<file path="config.mk">
export PLATFORM = sky130hd
export DESIGN_NAME = puf_uart_crp_ctrl
export DESIGN_NICKNAME = d
export VERILOG_FILES = /design/src/rtl/puf_uart_crp_ctrl.sv
export SDC_FILE = /design/constraint.sdc
export NUM_CORES = 1
export LEC_CHECK = 0
export ABC_AREA = 0
export CORE_AREA = 2 2 122 124
export CTS_BUF_LIST = sky130_fd_sc_hd__clkbuf_16
export CTS_CLUSTER_SIZE = 20
export DETAILED_ROUTE_END_ITERATION = 8
export DIE_AREA = 0 0 124 126
export DONT_BUFFER_PORTS = 1
export GPL_TIMING_DRIVEN = 0
export PLACE_DENSITY = 0.56
export SETUP_SLACK_MARGIN = 0.4
export SYNTH_ARGS = -nofsm -noshare
export SYNTH_HDL_FRONTEND = slang
export SYNTH_SLANG_ARGS = --single-unit
</file>
<file path="constraint.sdc">
create_clock -name clk -period 3.55 [get_ports clk]
set_clock_uncertainty 0.1 [all_clocks]
set_input_delay 0.355 -clock clk [delete_from_list [all_inputs] [get_ports clk]]
set_output_delay 0.355 -clock clk [all_outputs]
set_load 0.005 [all_outputs]
</file>
<file path="src/rtl/puf_uart_crp_ctrl.sv">
// puf_uart_crp_ctrl: assembles a UART challenge, runs the PUF handshake
// and returns the response byte-serially, with timeouts and error count.
module puf_uart_crp_ctrl #(
  parameter int         CHAL_BYTES   = 8,
  parameter int         RESP_BITS    = 8,
  parameter int         BYTE_TIMEOUT = 500000,
  parameter int         PUF_TIMEOUT  = 4096,
  parameter logic [7:0] ERR_BYTE     = 8'hEE
) (
  input  logic                    clk,
  input  logic                    rst_n,
  input  logic                    rx_valid,
  input  logic [7:0]              rx_byte,
  input  logic                    rx_error,
  output logic                    tx_start,
  output logic [7:0]              tx_byte,
  input  logic                    tx_busy,
  output logic [8*CHAL_BYTES-1:0] chal,
  output logic                    puf_start,
  input  logic                    puf_done,
  input  logic [RESP_BITS-1:0]    puf_resp,
  output logic                    busy,
  output logic [7:0]              last_resp,
  output logic [7:0]              err_cnt
);

  localparam int RB = (RESP_BITS + 7) / 8;
  localparam int RW = 8 * RB;
  localparam int IW = $clog2(CHAL_BYTES + 1);
  localparam int OW = $clog2(RB + 1);
  localparam int BW = $clog2(BYTE_TIMEOUT + 1);
  localparam int PW = $clog2(PUF_TIMEOUT + 1);

  localparam logic [IW-1:0] I_LAST = IW'(CHAL_BYTES - 1);
  localparam logic [BW-1:0] B_LAST = BW'(BYTE_TIMEOUT - 1);
  localparam logic [PW-1:0] P_LAST = PW'(PUF_TIMEOUT);
  localparam logic [OW-1:0] O_FULL = OW'(RB);
  localparam logic [OW-1:0] O_ONE  = OW'(1);

  typedef enum logic [2:0] {
    S_RX,
    S_EVAL,
    S_TX_REQ,
    S_TX_HI,
    S_TX_LO
  } state_t;

  state_t state_q, state_d;

  logic [IW-1:0] idx_q;
  logic [BW-1:0] btmr_q;
  logic [PW-1:0] ptmr_q;
  logic [OW-1:0] oidx_q;
  logic [OW-1:0] ocnt_q;
  logic [RW-1:0] resp_q;
  logic [RW-1:0] resp_pad;

  logic rx_take;
  logic rx_abort;
  logic byte_to;
  logic frame_done;
  logic puf_ok;
  logic puf_to;
  logic tx_go;
  logic err_inc;

  assign resp_pad = RW'(puf_resp);
  assign busy     = (state_q != S_RX);
  assign err_inc  = rx_abort | byte_to | puf_to;

  always_comb begin
    state_d    = state_q;
    rx_take    = 1'b0;
    rx_abort   = 1'b0;
    byte_to    = 1'b0;
    frame_done = 1'b0;
    puf_ok     = 1'b0;
    puf_to     = 1'b0;
    tx_go      = 1'b0;
    unique case (state_q)
      S_RX: begin
        // an error strobe always wins over a coincident byte
        if (rx_error) begin
          rx_abort = (idx_q != '0);
        end else if (rx_valid) begin
          rx_take = 1'b1;
          if (idx_q == I_LAST) begin
            frame_done = 1'b1;
            state_d    = S_EVAL;
          end
        end else if (idx_q != '0 && btmr_q == B_LAST) begin
          byte_to = 1'b1;
        end
      end
      S_EVAL: begin
        if (puf_done) begin
          puf_ok  = 1'b1;
          state_d = S_TX_REQ;
        end else if (ptmr_q == P_LAST) begin
          puf_to  = 1'b1;
          state_d = S_TX_REQ;
        end
      end
      S_TX_REQ: begin
        if (!tx_busy) begin
          tx_go   = 1'b1;
          state_d = S_TX_HI;
        end
      end
      S_TX_HI: begin
        if (tx_busy) state_d = S_TX_LO;
      end
      S_TX_LO: begin
        if (!tx_busy) begin
          state_d = (oidx_q == ocnt_q) ? S_RX : S_TX_REQ;
        end
      end
      default: state_d = S_RX;
    endcase
  end

  always_ff @(posedge clk or negedge rst_n) begin
    if (!rst_n) state_q <= S_RX;
    else        state_q <= state_d;
  end

  always_ff @(posedge clk or negedge rst_n) begin
    if (!rst_n) begin
      idx_q  <= '0;
      btmr_q <= '0;
      chal   <= '0;
    end else begin
      if (rx_take) chal[{idx_q, 3'b000} +: 8] <= rx_byte;
      if (frame_done || rx_abort || byte_to) idx_q <= '0;
      else if (rx_take)                      idx_q <= idx_q + 1'b1;
      // idle-gap timer only runs inside a partial frame
      if (rx_take || rx_abort || byte_to || idx_q == '0) btmr_q <= '0;
      else                                               btmr_q <= btmr_q + 1'b1;
    end
  end

  always_ff @(posedge clk or negedge rst_n) begin
    if (!rst_n) begin
      ptmr_q    <= '0;
      puf_start <= 1'b0;
    end else begin
      puf_start <= frame_done;
      if (state_q == S_EVAL) ptmr_q <= ptmr_q + 1'b1;
      else                   ptmr_q <= '0;
    end
  end

  always_ff @(posedge clk or negedge rst_n) begin
    if (!rst_n) begin
      resp_q    <= '0;
      oidx_q    <= '0;
      ocnt_q    <= '0;
      last_resp <= '0;
      tx_byte   <= '0;
      tx_start  <= 1'b0;
    end else begin
      tx_start <= tx_go;
      if (puf_ok) begin
        resp_q    <= resp_pad;
        last_resp <= resp_pad[7:0];
        oidx_q    <= '0;
        ocnt_q    <= O_FULL;
      end else if (puf_to) begin
        resp_q <= RW'(ERR_BYTE);
        oidx_q <= '0;
        ocnt_q <= O_ONE;
      end else if (tx_go) begin
        tx_byte <= resp_q[{oidx_q, 3'b000} +: 8];
        oidx_q  <= oidx_q + 1'b1;
      end
    end
  end

  always_ff @(posedge clk or negedge rst_n) begin
    if (!rst_n) begin
      err_cnt <= '0;
    end else if (err_inc && err_cnt != 8'hFF) begin
      err_cnt <= err_cnt + 1'b1;
    end
  end

endmodule

</file>
== Yosys cells after proc, flatten, opt, wreduce, memory -nomap -nowiden ==
Cells that the tools add are included.

* $add $sub $neg: 6
* Equality and inequality tests: 16
* Shifts and indexed selects: 3
* Muxes and demuxes: 42
* Bitwise gates (word level): 4
* Reduce and logical (&&, ||, !) cells: 16

{| class="wikitable"
|+ Operator list
! cell !! number
|-
| bitwise mux 64 bit || 1
|-
| variable shift 8 x 9 -> 64 bit, first input constant || 1
|-
| variable part select 8 x 9 -> 64 bit || 1
|-
| two-way mux 1 bit || 25
|-
| two-way mux 3 bit || 8
|-
| adder 19 x 1 -> 19 bit, second input constant || 1
|-
| equality test 19 bit, second input constant || 1
|-
| two-way mux 19 bit || 1
|-
| two-way mux 8 bit || 2
|-
| one-hot mux 3 bit (5 select lines) || 1
|-
| adder 13 x 1 -> 13 bit, second input constant || 1
|-
| equality test 13 bit, second input constant || 1
|-
| two-way mux 13 bit || 1
|-
| != test 2 bit, second input constant || 6
|-
| negation 7 -> 9 bit || 1
|-
| adder 8 x 1 -> 8 bit, second input constant || 1
|-
| two-way mux 4 bit || 2
|-
| != test 8 bit, second input constant || 1
|-
| variable part select 8 x 5 -> 8 bit || 1
|-
| AND reduction 7 bit || 1
|-
| equality test 3 x 2 -> 1 bit, second input constant || 2
|-
| nonzero test 3 bit || 2
|-
| logical OR 1 bit || 5
|-
| adder 4 x 1 -> 4 bit, second input constant || 1
|-
| 15 further kinds || 19
|}

* Register bits: 139
* Bits of input ports: 22
* Output and inout port bits: 91
* Logic and storage cells: 100

== Longest topological paths before layout ==
* Word-level depth: 9
* Mapped depth: 10

== Worst setup path after synthesis ==
OpenSTA, ideal clock, no wires.

* Path kind: register -> register
* Start point: register idx_q[0]
* End point: register chal[6]
* Setup time: 0.117 ns
* Arrival: 2.518 ns
* Slack: 0.815 ns
* Stages on the path, launching flop included: 11
* Path through: dfrtp_1 > inv_1 > clkbuf_1 > ha_1 > or3b_2 > clkbuf_1 > or4_4 > buf_6 > buf_6 > nand2_1 > o21ai_2

* Longest elaborated chain between the ends: 3

{| class="wikitable"
|+ RTL lines
! element !! line !! RTL
|-
| from (decl) || 50 || <nowiki>logic [IW-1:0] idx_q;</nowiki>
|-
| from (signal assigned) || 135 || <nowiki>else if (rx_take) idx_q <= idx_q + 1'b1;</nowiki>
|-
| negation 7 -> 9 bit (*) || 133 || <nowiki>if (rx_take) chal[{idx_q, 3'b000} +: 8] <= rx_byte;</nowiki>
|-
| variable part select 8 x 9 -> 64 bit or variable shift 8 x 9 -> 64 bit (tied branches) || 133 ||
|-
| bitwise mux 64 bit (*) || 133 ||
|-
| to (signal, indexed assignment) || 133 ||
|-
| to (decl) || 18 || <nowiki>output logic [8*CHAL_BYTES-1:0] chal,</nowiki>
|}

Every way passes the cells marked *; elsewhere a longest branch is shown, timed or not.
A chain may end at the register's enable or synchronous reset.

== Final worst setup path ==
* Start point: register idx_q[0]
* End point: register chal[2]

The elaborated chain is that of the path after synthesis.

==> impl_metrics.py <==
metrics = {
    "status": {
        "violations": "negative hold slack",
        "status": "finished, violations left",
    },
    "timing": {
        "fin_setup_tns_ns": 0,
        "fin_crit_sh_pct": 84.1,
        "min_period_ns": 2.99,
        "slew_headroom_pct": 57.2,
        "worst_pin_slew_ns": 0.637,
        "hold_viol_final": 139,
        "rsz0062_at_grt": "false",
        "hold_ws_ns": -0.466,
        "max_freq_ghz": 0.335,
        "slew_viol_final": 0,
        "finalSetupViolations": 0,
    },
    "worst_setup_path": {
        "path_buf_inv": 5,
        "rr_worst_depth": 10,
        "crit_family": "simple AND/OR/NAND/NOR gates",
        "r2r-start": "idx_q[0]",
        "crit_type": "reg2reg",
        "max_stage_delay_ns": 0.53,
        "crit_arrival_ns": 3.19,
        "critPathSlowestCell": "or4_4",
        "crit_path_end_kind": "flip-flop",
        "crit_path_max_fanout": 10,
        "crit_chain": "inv_1, clkbuf_2, ha_2, or3b_2, clkbuf_1, or4_4, buf_6, buf_6, nand2_1, o21ai_1",
        "regToRegEndpoint": "chal[2]",
        "r2r_slack_ns": 0.56,
        "start_kind": "flip-flop",
        "crit_top_cell": "buf_6",
        "cp.required_ns": 3.76,
    },
    "global_route": {
        "grt_max_degree": 140,
        "grtUsageTotal_pct": 17.7,
        "grt.overflow.total": 0,
        "antenna_found_initial": 0,
        "first_global_vias": 4227,
        "grt_pass1_wl_um": 21300,
    },
    "pwr": {
        "p_per_area_nw_per_um2": 713,
        "cellLeakagePower_nw": 3.39,
        "power.internal_w": 0.00348,
        "peakVddDrop_uv": 382,
        "p_seq_share_pct": 42.2,
        "switching_share_pct": 32.3,
        "p_switching_w": 0.00166,
        "p_clk_share_pct": 33.9,
        "combinationalPowerShare_pct": 23.9,
    },
    "synthesis": {
        "ys_warn_count": 0,
        "synth_cells": 534,
        "synth_ff_type": "dfrtp_1",
        "syn-num-nets": 564,
        "seq_area_frac_synth_pct": 56.4,
        "synth.avg_cell_area_um2": 11.6,
        "ys_ff_latch": 139,
        "ys_types": 51,
        "async_flop_share_pct": 100,
        "netlist_area_um2": 6170,
        "synth_enable_flop_cells": 0,
    },
    "clocking": {
        "cts_tree": "built",
        "htree_levels": 4,
        "clk_pin_slew_ns": 0.06,
        "cts_made_buffers": 17,
        "clock_path_buffers": 2,
        "cts.sinks": 139,
        "postCtsHoldBufs": 18,
        "cts_root_buffer": "clkbuf_16",
        "clkLatencyLatePin_ns": 0.41,
    },
    "final_layout": {
        "drive_above_1_share_pct": 19.7,
        "area_delta_synth_final_pct": 16.9,
        "antennaDiodeCount": 0,
        "fin_util_pct": 50.4,
        "nNetsFinal": 606,
    },
    "floorplanning": {
        "core_um2": 14300,
        "die_h_um": 126,
        "row_count": 44,
        "die_w_um": 124,
        "io_pins": 113,
        "start_util_pct": 43.1,
        "fp.dieArea_um2": 15600,
    },
    "drt": {
        "met3_length_um": 1110,
        "drt-initial-drc-count": 170,
        "detail_route.wirelength_um": 13200,
        "drc": 0,
        "dr_wl_met2_um": 6240,
        "ant_nets": 0,
        "highest_layer": "met4",
        "viasPerCell": 5.34,
        "vias": 4128,
        "first_pass_iters": 6,
        "wl_per_cell_um": 17.1,
        "wl_met1_um": 5690,
    },
    "placed_design": {
        "gp_congestion": 0.733,
        "io_buffers": 0,
        "hpwl_um": 8900,
    },
    "job": {
        "cap_violations": 0,
    },
    "min_path": {
        "hold_class": "in2async",
    },
}
## Yosys cell counts (2+ instances only)
cell	count	share of area, %
a211oi_1	3	0.36
a21oi_1	11	0.89
and2_1	10	1.0
and3_1	29	2.9
and4_1	5	0.71
buf_2	2	0.16
buf_6	3	0.55
clkbuf_1	13	0.79
dfrtp_1	139	56
ha_1	8	1.6
inv_1	10	0.61
mux2_2	64	12
nand2_1	51	3.1
nand2b_1	11	1.1
nand3_1	21	1.7
nand4_1	7	0.71
nor2_1	47	2.9
nor2b_1	3	0.30
nor3_1	6	0.49
nor4_1	3	0.30
nor4_2	2	0.41
o21ai_0	11	0.89
o21ai_1	6	0.49
o21ai_2	2	0.28
o22a_1	6	0.85
o31ai_1	2	0.24
xnor2_1	12	1.7
xor2_1	24	3.4
## cell usage in the layout, fill, tap and decap left out, drive strengths merged, types with 2 or more instances in the layout
master / n
bufinv: 3
o21ai: 19
and2: 10
nor4: 5
nor3: 6
or4b: 2
xor2: 24
or4: 2
o31ai: 2
clkinv: 8
nor2: 47
a211oi: 4
dfrtp: 139
clkbuf: 30
nor2b: 3
nand2: 51
o22a: 6
nor4b: 2
a31oi: 2
ha: 8
dlygate4sd3: 18
xnor2: 12
buf: 11
and4: 5
nand2b: 11
a21oi: 11
nand3: 21
nand4: 7
and3: 29
inv: 13
mux2: 64
## cells by family (layout without fill, tap and decap cells)
| group | after synthesis | count (layout) | share of synthesized area (%) |
|---|---|---|---|
| simple gates | 208 | 208 | 17.6 |
| xor+xnor | 36 | 36 | 5.11 |
| mux | 65 | 65 | 11.8 |
| flops | 139 | 139 | 56.4 |
| compound gates | 49 | 49 | 5.21 |
| buf+inv | 29 | 84 | 2.23 |
| fa+ha+maj | 8 | 8 | 1.62 |
## registers in the layout, summed over array words and instances, names as in the netlist
signal / count
idx_q: 4
btmr_q: 19
tx_start: 1
err_cnt: 8
tx_byte: 8
ocnt_q: 1
oidx_q: 1
ptmr_q: 13
chal: 64
state_q: 3
resp_q: 8
last_resp: 8
puf_start: 1
## per-stage QoR
| step | hold slack, ns | std cells | setup slack (ns) | area (um2) | power (W) |
|---|---|---|---|---|---|
| 6_report | -0.466 | 773 | 0.564 | 7220 | 0.00515 |
| 5_1_grt | -0.495 | 773 | 0.400 | 7220 | 0.00549 |
| 4_1_cts | -0.485 | 768 | 0.449 | 7170 | 0.00516 |
| 3_5_place_dp | -0.0375 | 718 | 0.473 | 6400 | 0.00338 |
| 3_3_place_gp | -0.0375 | 718 | 0.501 | 6400 | 0.00334 |
| 2_1_floorplan | -0.0406 | 534 | 0.815 | 6170 | 0.00305 |
## how the worst max path moves through the flow
stage,start,end,slack [ns],cells past startpoint
detailed placement,idx_q[0],btmr_q[16],0.47,8
finish,idx_q[0],chal[2],0.56,10
global placement,idx_q[0],chal[7],0.50,10
CTS,idx_q[0],btmr_q[12],0.45,8
global route,idx_q[0],chal[3],0.40,10
floorplan,idx_q[0],chal[6],0.81,10
## layer usage
metal	GRT usage (%)	vias up
met5	0	-
met2	28.2	122
met1	21.7	2050
li1	-	1943
met3	6.66	13
met4	6.94	0
## layout make-up
| type | instances | area (um2) |
|---|---|---|
| Clock buffer | 17 | 425 |
| Timing Repair Buffer | 23 | 218 |
| Fill cell | 1293 | 7100 |
| Inverter | 10 | 37.5 |
| Tap cell | 184 | 230 |
| Clock inverter | 15 | 158 |
| Buffer | 19 | 101 |
| Multi-Input combinational cell | 366 | 2570 |
| Sequential cell | 139 | 3480 |
## power groups by stage
stage | clock network (W) | registers, W | logic (W)
4_1_cts | 0.00178 | 0.00218 | 0.00120
6_report | 0.00175 | 0.00217 | 0.00123
5_1_grt | 0.00187 | 0.00222 | 0.00139
2_1_floorplan | 0 | 0.00211 | 0.000931
3_3_place_gp | 0 | 0.00219 | 0.00115
3_5_place_dp | 0 | 0.00220 | 0.00118
## repair_timing
action / 4_1_cts / 5_1_grt
gates resized for setup: 0 / 4
hold endpoints to repair: 163 / 139
buffers inserted: 0 / 5
endpoints found under the setup margin: 0 / 59
(Power assumes the default switching activity.)
